===== src/rtl/cfg_loader_pkg.sv =====
// Shared types and constants for the runtime configuration loader.
// Register indices name the controls the active bank drives.
package cfg_loader_pkg;

   typedef enum logic [1:0] {
      ST_IDLE   = 2'd0,
      ST_DIRTY  = 2'd1,
      ST_COMMIT = 2'd2
   } state_t;

   localparam int CFG_PASS_THRU   = 0;
   localparam int CFG_SERGEN      = 1;
   localparam int CFG_SERJIT      = 2;
   localparam int CFG_REGMON      = 3;
   localparam int CFG_POLL_DELAY  = 4;
   localparam int CFG_DIRECT_DATA = 5;

   localparam logic [7:0] ERR_CNT_MAX = 8'd255;

endpackage


===== src/rtl/cfg_reg_bank.sv =====
// One configuration register: a shadow copy written by commands and an
// active copy that only changes on commit.
import cfg_loader_pkg::*;

module cfg_reg_bank #(
   parameter int                DATA_W    = 32,
   parameter logic [DATA_W-1:0] RESET_VAL = '0
) (
   input  logic              clk,
   input  logic              rst_n,
   input  logic              load,
   input  logic              commit,
   input  logic              revert,
   input  logic [DATA_W-1:0] data,
   output logic [DATA_W-1:0] active
);

   logic [DATA_W-1:0] shadow;

   // A committing write lands in both copies on the same edge, so the new
   // value is visible on the very next cycle.
   always_ff @(posedge clk or negedge rst_n) begin
      if (!rst_n) begin
         shadow <= RESET_VAL;
         active <= RESET_VAL;
      end else begin
         if (revert)
            shadow <= active;
         else if (load)
            shadow <= data;
         if (commit)
            active <= load ? data : shadow;
      end
   end

endmodule


===== src/rtl/cfg_loader.sv =====
// Runtime configuration loader: (addr,data) command stream into a shadow
// bank, atomically committed to the active bank. Optional readback port
// is enabled by defining CFG_LOADER_READBACK_EN.
import cfg_loader_pkg::*;

module cfg_loader #(
   parameter int                         NUM_REGS = 8,
   parameter int                         DATA_W   = 32,
   parameter int                         ADDR_W   = 4,
   parameter logic [NUM_REGS*DATA_W-1:0] DEFAULTS = '0
) (
   input  logic                         clk,
   input  logic                         rst_n,
   input  logic                         cmd_valid,
   output logic                         cmd_ready,
   input  logic [ADDR_W-1:0]            cmd_addr,
   input  logic [DATA_W-1:0]            cmd_data,
   input  logic                         cmd_last,
   input  logic                         cmd_abort,
   output logic [NUM_REGS*DATA_W-1:0]   cfg_out,
   output logic                         cfg_update,
   output logic                         err_unknown,
   output logic [7:0]                   err_count,
   output logic                         busy
`ifdef CFG_LOADER_READBACK_EN
   ,
   input  logic [ADDR_W-1:0]            rd_addr,
   output logic [DATA_W-1:0]            rd_data
`endif
);

   localparam logic [ADDR_W:0] NUM_REGS_A = (ADDR_W+1)'(NUM_REGS);

   state_t              state;
   logic                accept;
   logic                addr_ok;
   logic                commit;
   logic                revert;
   logic [NUM_REGS-1:0] load;

   // Handshake: a command transfers on a rising edge where cmd_valid and
   // cmd_ready are both high. Ready is low during COMMIT and whenever abort
   // is asserted, so an abort never races a concurrent command.
   assign cmd_ready = (state != ST_COMMIT) && !cmd_abort;
   assign accept    = cmd_valid && cmd_ready;
   assign addr_ok   = {1'b0, cmd_addr} < NUM_REGS_A;
   assign commit    = accept && cmd_last;
   assign revert    = cmd_abort && (state != ST_COMMIT);
   assign busy      = (state != ST_IDLE);

   always_comb begin
      load = '0;
      for (int i = 0; i < NUM_REGS; i++)
         load[i] = accept && addr_ok && (cmd_addr == ADDR_W'(i));
   end

   for (genvar i = 0; i < NUM_REGS; i++) begin : g_reg
      cfg_reg_bank #(
         .DATA_W   (DATA_W),
         .RESET_VAL(DEFAULTS[i*DATA_W +: DATA_W])
      ) u_bank (
         .clk   (clk),
         .rst_n (rst_n),
         .load  (load[i]),
         .commit(commit),
         .revert(revert),
         .data  (cmd_data),
         .active(cfg_out[i*DATA_W +: DATA_W])
      );
   end

   always_ff @(posedge clk or negedge rst_n) begin
      if (!rst_n) begin
         state       <= ST_IDLE;
         cfg_update  <= 1'b0;
         err_unknown <= 1'b0;
         err_count   <= '0;
      end else begin
         cfg_update  <= commit;
         err_unknown <= accept && !addr_ok;
         if (accept && !addr_ok && err_count != ERR_CNT_MAX)
            err_count <= err_count + 8'd1;
         case (state)
            ST_COMMIT: state <= ST_IDLE;
            default: begin
               // An unknown address leaves the shadow clean, so it alone
               // does not make the bank dirty.
               if (revert)
                  state <= ST_IDLE;
               else if (commit)
                  state <= ST_COMMIT;
               else if (accept && addr_ok)
                  state <= ST_DIRTY;
            end
         endcase
      end
   end

`ifdef CFG_LOADER_READBACK_EN
   logic [DATA_W-1:0] rd_next;

   always_comb begin
      rd_next = '0;
      for (int i = 0; i < NUM_REGS; i++)
         if (rd_addr == ADDR_W'(i))
            rd_next = cfg_out[i*DATA_W +: DATA_W];
   end

   always_ff @(posedge clk or negedge rst_n) begin
      if (!rst_n)
         rd_data <= '0;
      else
         rd_data <= rd_next;
   end
`else
   // Without readback, consumers observe the active bank only through cfg_out.
`endif

endmodule


===== config.mk =====
export PLATFORM = sky130hd
export DESIGN_NAME = cfg_loader
export DESIGN_NICKNAME = d
export VERILOG_FILES = /design/src/rtl/cfg_loader_pkg.sv /design/src/rtl/cfg_reg_bank.sv /design/src/rtl/cfg_loader.sv
export SDC_FILE = /design/constraint.sdc
export NUM_CORES = 1
export LEC_CHECK = 0
export ABC_AREA = 1
export CAP_MARGIN = 20
export CORE_ASPECT_RATIO = 2
export CORE_MARGIN = 5
export CORE_UTILIZATION = 35
export CTS_CLUSTER_DIAMETER = 150
export DETAILED_ROUTE_END_ITERATION = 12
export PLACE_DENSITY = 0.63
export REMOVE_ABC_BUFFERS = 1
export SLEW_MARGIN = 15
export SYNTH_ARGS = -nofsm -noshare
export SYNTH_HDL_FRONTEND = slang
export SYNTH_SLANG_ARGS = --single-unit

===== constraint.sdc =====
create_clock -name clk -period 1.4 [get_ports clk]
set_input_delay 0.28 -clock clk [delete_from_list [all_inputs] [get_ports clk]]
set_output_delay 0.28 -clock clk [all_outputs]
set_load 0.02 [all_outputs]

==> reports/metrics.yaml, run 1 <==
finish:
  layout_common_cells: "nand2_1 (1,225), dfrtp_1 (505), nand3_1 (440)"
  mostFrequentLayoutCell: "nand2_1"
  drive_above_1_share_pct: 29.2
  syn2layout_area_growth_pct: 49.4
  design_area_um2: 35500
  nFillCells: 6125
  fin_util_pct: 52.6
  layout.nets: 3559
sta:
  finalCritPeriodShare_pct: 127
  worst_pin_slew_ns: 0.524
  layout_min_cycle_time_ns: 1.78
  setup_viol: 738
  fin_setup_tns_ns: -162.58
  finalHoldViolations: 0
  skew_ns: 0.0232
  slew_violations: 0
  hold_ws_ns: 0.0913
  relSlewSlack_pct: 65.0
  rsz0062_at_grt: "true"
  fmax_ghz: 0.561
  layout_setup_ws_ns: -0.384
die:
  core_um2: 67600
  start_util_pct: 35.2
  die_area_um2: 73600
  die_y_um: 379
  rows: 135
  die_width_um: 194
  num_io_pins: 309
outcome:
  status: "complete, but fails checks"
  violations: "setup timing"
min_path:
  hold_path_class: "input port to asynchronous set/reset pin"
global_routing:
  grt_pass1_vias: 22800
  grt_usage_pct: 23.6
  antenna_found_initial: 1
  grt_first_pass_wirelength_um: 137000
  gr-total-overflow: 0
  grt_max_degree: 74
power:
  leakagePower_uw: 0.0184
  power_density_nw_per_um2: 1490
  vdd_drop_max_mv: 0.995
  finalPower_uw: 52900
drt:
  drt_first_pass_iters: 6
  ant_nets: 0
  drc: 0
  drtIter0Drc: 1860
  viasPerCell: 5.26
  routed_wl_um: 94300
  vias: 23400
  wl_per_cell_um: 21.2
cts:
  cts_root_buf: "clkbuf_16"
  cts_tree: "done"
  cts_sinks: 524
  numCtsBuffers: 49
  clock_latency_ns: 0.61
  clkTransAtPathRegs_ns: 0.07
  h-tree-depth: 2
  cts_max_path_buffers: 3
placement:
  hpwlAfterDp_um: 55800
  placed_area_um2: 30000
  gp_congestion: 0.802
  io_buffers: 308
logic_synthesis:
  synth.cell_area_um2: 23800
  syn_inst: 2889
  syn_area_per_cell_um2: 8.23
  synth-seq-cells: 524
  yosysWarningCount: 0
  ys_types: 22
  synth.yosys.seq_area_share_pct: 55.1
critical_path:
  critPathLaunchType: "flop"
  path_class: "flop to flop"
  path_buf_inv: 5
  cp.required_ns: 1.88
  cp_slowest_cell: "dfrtp_1"
  endpoint_kind: "flop"
  critical_path_peak_fanout: 6
  worstPathCellList: "nand2_4, buf_6, nand3_4, buf_12, buf_6, nor2_4, buf_12, clkbuf_16, nand2_2, nand3_1, nand2_1"
  cp_slowest_stage_delay_ns: 0.41
  crit_family: "buffers and inverters"
  cp.arrival_ns: 2.26
flow_run:
  maxCapViolCount: 0
-- cells in the mapped netlist, drive strengths merged --
cell,n,area [um^2]
o21bai,256,1960
nand2,1325,4980
nor2,17,71.3
xor2,2,17.5
ha,1,12.5
clkbuf,108,405
xnor2,3,26.3
or2,1,6.26
buf,81,382
a21oi,1,5.00
dfrtp,524,13100
o21ai,2,10.0
nand4,1,6.26
nand3,516,2590
inv,51,191
-- state kept, by name (all words and copies together), names as in the netlist --
name and flops:
cfg_update 1, err_count 8, err_unknown 1, g.u_bank.active 256, g.u_bank.shadow 256, state 2
-- metal layers --
metal	wire length (um)	vias to the layer above	GRT usage [%]
met1	36700	11600	29.7
met4	4820	0	10.8
met5	0	-	0
met3	5590	213	2.93
met2	47200	960	40.5
li1	-	10600	-
-- cell families (layout without fill, tap and decap cells) --
kind of cell,Yosys count,in the layout,share of synthesized area [%]
other,0,1,0
adders and majority gates,1,1,0.0526
DFF,524,524,55.1
and+or+nand+nor,1860,1860,32.2
buffers and inverters,240,908,4.12
xor gates and xnor gates,5,5,0.184
AOI/OAI and AO/OA,259,259,8.30
-- layout make-up --
class | count | area, um^2 | share of cell area (%)
Antenna cell | 1 | 2.50 | 0.00704
Clock buffer | 71 | 1440 | 4.06
Clock inverter | 20 | 145 | 0.409
Inverter | 51 | 220 | 0.620
Multi-Input combinational cell | 2125 | 10600 | 29.9
Sequential cell | 524 | 13100 | 37.0
Tap cell | 890 | 1110 | 3.13
Timing Repair Buffer | 765 | 8840 | 24.9
Timing Repair inverter | 1 | 8.76 | 0.0247
-- final timing paths --
path                                            startpoint                    endpoint  slack, ns  depth (start not counted)
worst max-delay path                              state[1]  g_reg[2].u_bank.active[30]      -0.38                         11
worst min-delay path                                 rst_n   g_reg[4].u_bank.active[4]       0.09                          2
worst max register to register                    state[1]  g_reg[2].u_bank.active[30]      -0.38                         11
worst min register to register  g_reg[7].u_bank.active[20]  g_reg[7].u_bank.shadow[20]       0.51                          2
max in group asynchronous                            rst_n   g_reg[2].u_bank.shadow[8]       0.53                          4
min in group clk                               cmd_addr[3]                 err_unknown       0.39                          3
-- what timing repair did --
action | 4_1_cts | 5_1_grt
gates cloned | 11 | 18
endpoints found under the setup margin | 790 | 791
setup buffers | 218 | 15
endpoints found under the hold margin | 258 | 0
pin swaps | 9 | 29
gates resized for setup | 1662 | 210
hold buffers | 1 | 0
-- metrics by stage --
stage / setup WS (ns) / instances
3_3_place_gp: -0.653 / 4094
2_1_floorplan: -9.88 / 2700
5_1_grt: -0.455 / 4447
4_1_cts: -0.389 / 4414
3_5_place_dp: -0.634 / 4094
6_report: -0.384 / 4448
-- power breakdown --
part | switching (uW) | internal, uW | leakage, uW
Sequential | 2410 | 18800 | 0.00709
Clock | 6190 | 7370 | 0.000782
Combinational | 9060 | 9090 | 0.0106
Power figures use the tool's default switching activity.
==> run 2: changes to the inputs <==
--- a/config.mk
+++ b/config.mk
@@ -7,7 +7,6 @@
 export LEC_CHECK = 0
 export ABC_AREA = 1
 export CAP_MARGIN = 20
-export CORE_ASPECT_RATIO = 2
 export CORE_MARGIN = 5
 export CORE_UTILIZATION = 35
 export CTS_CLUSTER_DIAMETER = 150
==> reports/metrics.yaml, run 2 (same netlist as run 1, synthesis figures left out) <==
outcome:
  status: "complete, but fails checks"  # unchanged
  violations: "setup timing"  # unchanged
power:
  p_int_uw: 37300  # was 35,300 uW
  leakagePower_uw: 0.0192  # was 0.0184 uW
  comb_power_share_pct: 33.7  # was 34.3%
  power_switching_uw: 18200  # was 17,700 uW
  power_frac_seq_pct: 38.3  # was 40.1%
  clkPwrFrac_pct: 28.1  # was 25.6%
  vdd_drop_max_mv: 0.958  # was 0.995 mV
  power_density_nw_per_um2: 1500  # was 1490 nW/um^2
  swShare_pct: 32.8  # was 33.3%
placement:
  io_buffers: 308  # unchanged
  placed_area_um2: 29800  # was 30,000 um^2
  gp_congestion: 0.797  # was 0.802
  hpwlAfterDp_um: 54000  # was 55,800 um
cts:
  cts_max_path_buffers: 3  # unchanged
  clkTransAtPathRegs_ns: 0.06  # was 0.07 ns
  h-tree-depth: 2  # unchanged
  numCtsBuffers: 58  # was 49
  cts_tree: "done"  # unchanged
  clock_latency_ns: 0.61  # about the same
  cts_root_buf: "clkbuf_16"  # unchanged
  cts_sinks: 524  # unchanged
critical_path:
  startpoint: "state[1]"  # unchanged
  critical_path_peak_fanout: 8  # was 6
  critPathLaunchType: "flop"  # unchanged
  cp_slowest_stage_delay_ns: 0.42  # was 0.41 ns
  worstPathCellList: "nand2_4, nand3_4, buf_12, buf_12, buf_12, nor2_4, buf_12, clkbuf_16, nand2_2, nand3_1, nand2_1"  # was nand2_4, buf_6, nand3_4, buf_12, buf_6, nor2_4, buf_12, clkbuf_16, nand2_2, nand3_1, nand2_1
  crit_top_cell: "buf_12"
  endpoint_kind: "flop"  # unchanged
  cp_slowest_cell: "dfrtp_1"  # unchanged
  cp.arrival_ns: 2.34  # was 2.26 ns
  path_class: "flop to flop"  # unchanged
  cp.required_ns: 1.89  # was 1.88 ns
  rr_startpoint: "state[1]"  # unchanged
drt:
  vias: 23700  # was 23,400
  viasPerCell: 5.29  # was 5.26
  drtIter0Drc: 2302  # was 1,860
  drc: 0  # unchanged
  drt_first_pass_iters: 6  # unchanged
  wl_per_cell_um: 21.3  # was 21.2 um
  routed_wl_um: 95100  # was 94,300 um
  ant_nets: 0  # unchanged
sta:
  layout_setup_ws_ns: -0.455  # was -0.384 ns
  skew_ns: 0.0141  # was 0.0232 ns
  finalHoldViolations: 0  # unchanged
  worst_pin_slew_ns: 0.511  # was 0.524 ns
  fmax_ghz: 0.539  # was 0.561 GHz
  rsz0062_at_grt: "true"  # unchanged
  setup_viol: 783  # was 738
  slew_violations: 0  # unchanged
  finalCritPeriodShare_pct: 132  # was 127%
  layout_min_cycle_time_ns: 1.85  # was 1.78 ns
  relSlewSlack_pct: 65.9  # was 65.0%
finish:
  fin_util_pct: 54.9  # was 52.6%
  top_regs: "g.u_bank.active: 256 flops, g.u_bank.shadow: 256 flops, err_count: 8 flops"  # unchanged
  design_area_um2: 37000  # was 35,500 um^2
  layout.nets: 3595  # was 3,559
  mostFrequentLayoutCell: "nand2_1"  # unchanged
  syn2layout_area_growth_pct: 55.4  # was 49.4%
  drive_above_1_share_pct: 32.2  # was 29.2%
  layout_common_cells: "nand2_1 (1,196), dfrtp_1 (517), nand3_1 (398)"  # was nand2_1 (1,225), dfrtp_1 (505), nand3_1 (440)
min_path:
  hold_path_class: "input port to asynchronous set/reset pin"  # unchanged
global_routing:
  grt_first_pass_wirelength_um: 141000  # was 137,000 um
  antenna_found_initial: 0  # was 1
  grt_usage_pct: 24.3  # was 23.6%
  grt_max_degree: 67  # was 74
  grt_pass1_vias: 22800  # about the same
  gr-total-overflow: 0  # unchanged
die:
  die_area_um2: 73200  # was 73,600 um^2
  die_y_um: 271  # was 379 um
  die_width_um: 271  # was 194 um
  core_um2: 67300  # was 67,600 um^2
  start_util_pct: 35.3  # was 35.2%
  num_io_pins: 309  # unchanged
  rows: 95  # was 135
flow_run:
  maxCapViolCount: 0  # unchanged
-- run 2: cell count changes in the layout (fill, tap and decap cells not counted), moves of 7 or more --
cell      before   now
buf_12        95   104
nand2_2       67    79
o21bai_2      17    26
o21bai_1     236   214
buf_16        20    32
buf_6        280   287
dfrtp_2       19     7
nand3_2       75   117
nand2_4       32    49
nand2_1     1225  1196
o21bai_4       3    16
dfrtp_1      505   517
nand3_1      440   398
-- run 2: stage by stage --
step	cells	setup slack [ns]	hold WS [ns]	power, uW	TNS, ns
detailed placement	4068	-0.616	0.161	35900	-291.49
finish	4475	-0.455	0.131	55500	-170.60
global placement	4068	-0.595	0.159	35700	-284.60
floorplan	2700	-9.88	-0.0156	28400	-4438.63
global route	4474	-0.492	0.129	58100	-218.22
CTS	4461	-0.373	0.110	55100	-165.83
-- run 2: path summary, 6_finish.rpt --
check,cells past startpoint,slack [ns],to
min in group clk,6,0.49,g_reg[7].u_bank.active[3]
worst min register to register,2,0.53,g_reg[3].u_bank.shadow[6]
worst max register to register,11,-0.45,g_reg[0].u_bank.shadow[6]
worst max-delay path,11,-0.45,g_reg[0].u_bank.shadow[6]
worst min-delay path,2,0.13,g_reg[6].u_bank.shadow[3]
max in group asynchronous,4,0.52,g_reg[5].u_bank.shadow[11]
-- run 2: area by class of cell --
class | instances | area [um^2]
tap | 873 | 1090
multi-input combinational | 2125 | 11200
clock buffer | 87 | 1760
antenna | 1 | 2.50
timing repair inverter | 1 | 20.0
timing repair buffer | 792 | 9410
clock inverter | 21 | 179
inverter | 51 | 215
sequential | 524 | 13100
fill | 5851 | 30300
-- run 2: power groups by stage --
stage               clock [uW]  sequential (uW)  combinational, uW
floorplan                    0            22900               5480
global placement             0            21400              14300
detailed placement           0            21400              14500
CTS                      15800            21200              18100
global route             16300            21600              20200
finish                   15600            21300              18700
-- run 2: worst max-delay path, delay by kind of cell, from the launching register on --
family        cells  cell delay (ns)
buf+inv           5             0.75
flops             1             0.42
simple gates      6             0.54
-- run 2: metal layers --
| layer | global-route usage (%) | vias to the layer above | routed length, um |
|---|---|---|---|
| met3 | 3.91 | 166 | 6470 |
| met4 | 6.86 | 0 | 2860 |
| met5 | 0 | - | 0 |
| met2 | 40.5 | 990 | 46000 |
| li1 | - | 10700 | - |
| met1 | 33.1 | 11800 | 39800 |
-- run 2: what timing repair did --
action / 4_1_cts / 5_1_grt
pin swaps: 22 / 53
endpoints found under the hold margin: 335 / 0
gates resized for setup: 1791 / 261
hold buffers: 1 / 0
endpoints found under the setup margin: 790 / 791
cloned: 31 / 12
buffers inserted: 254 / 8
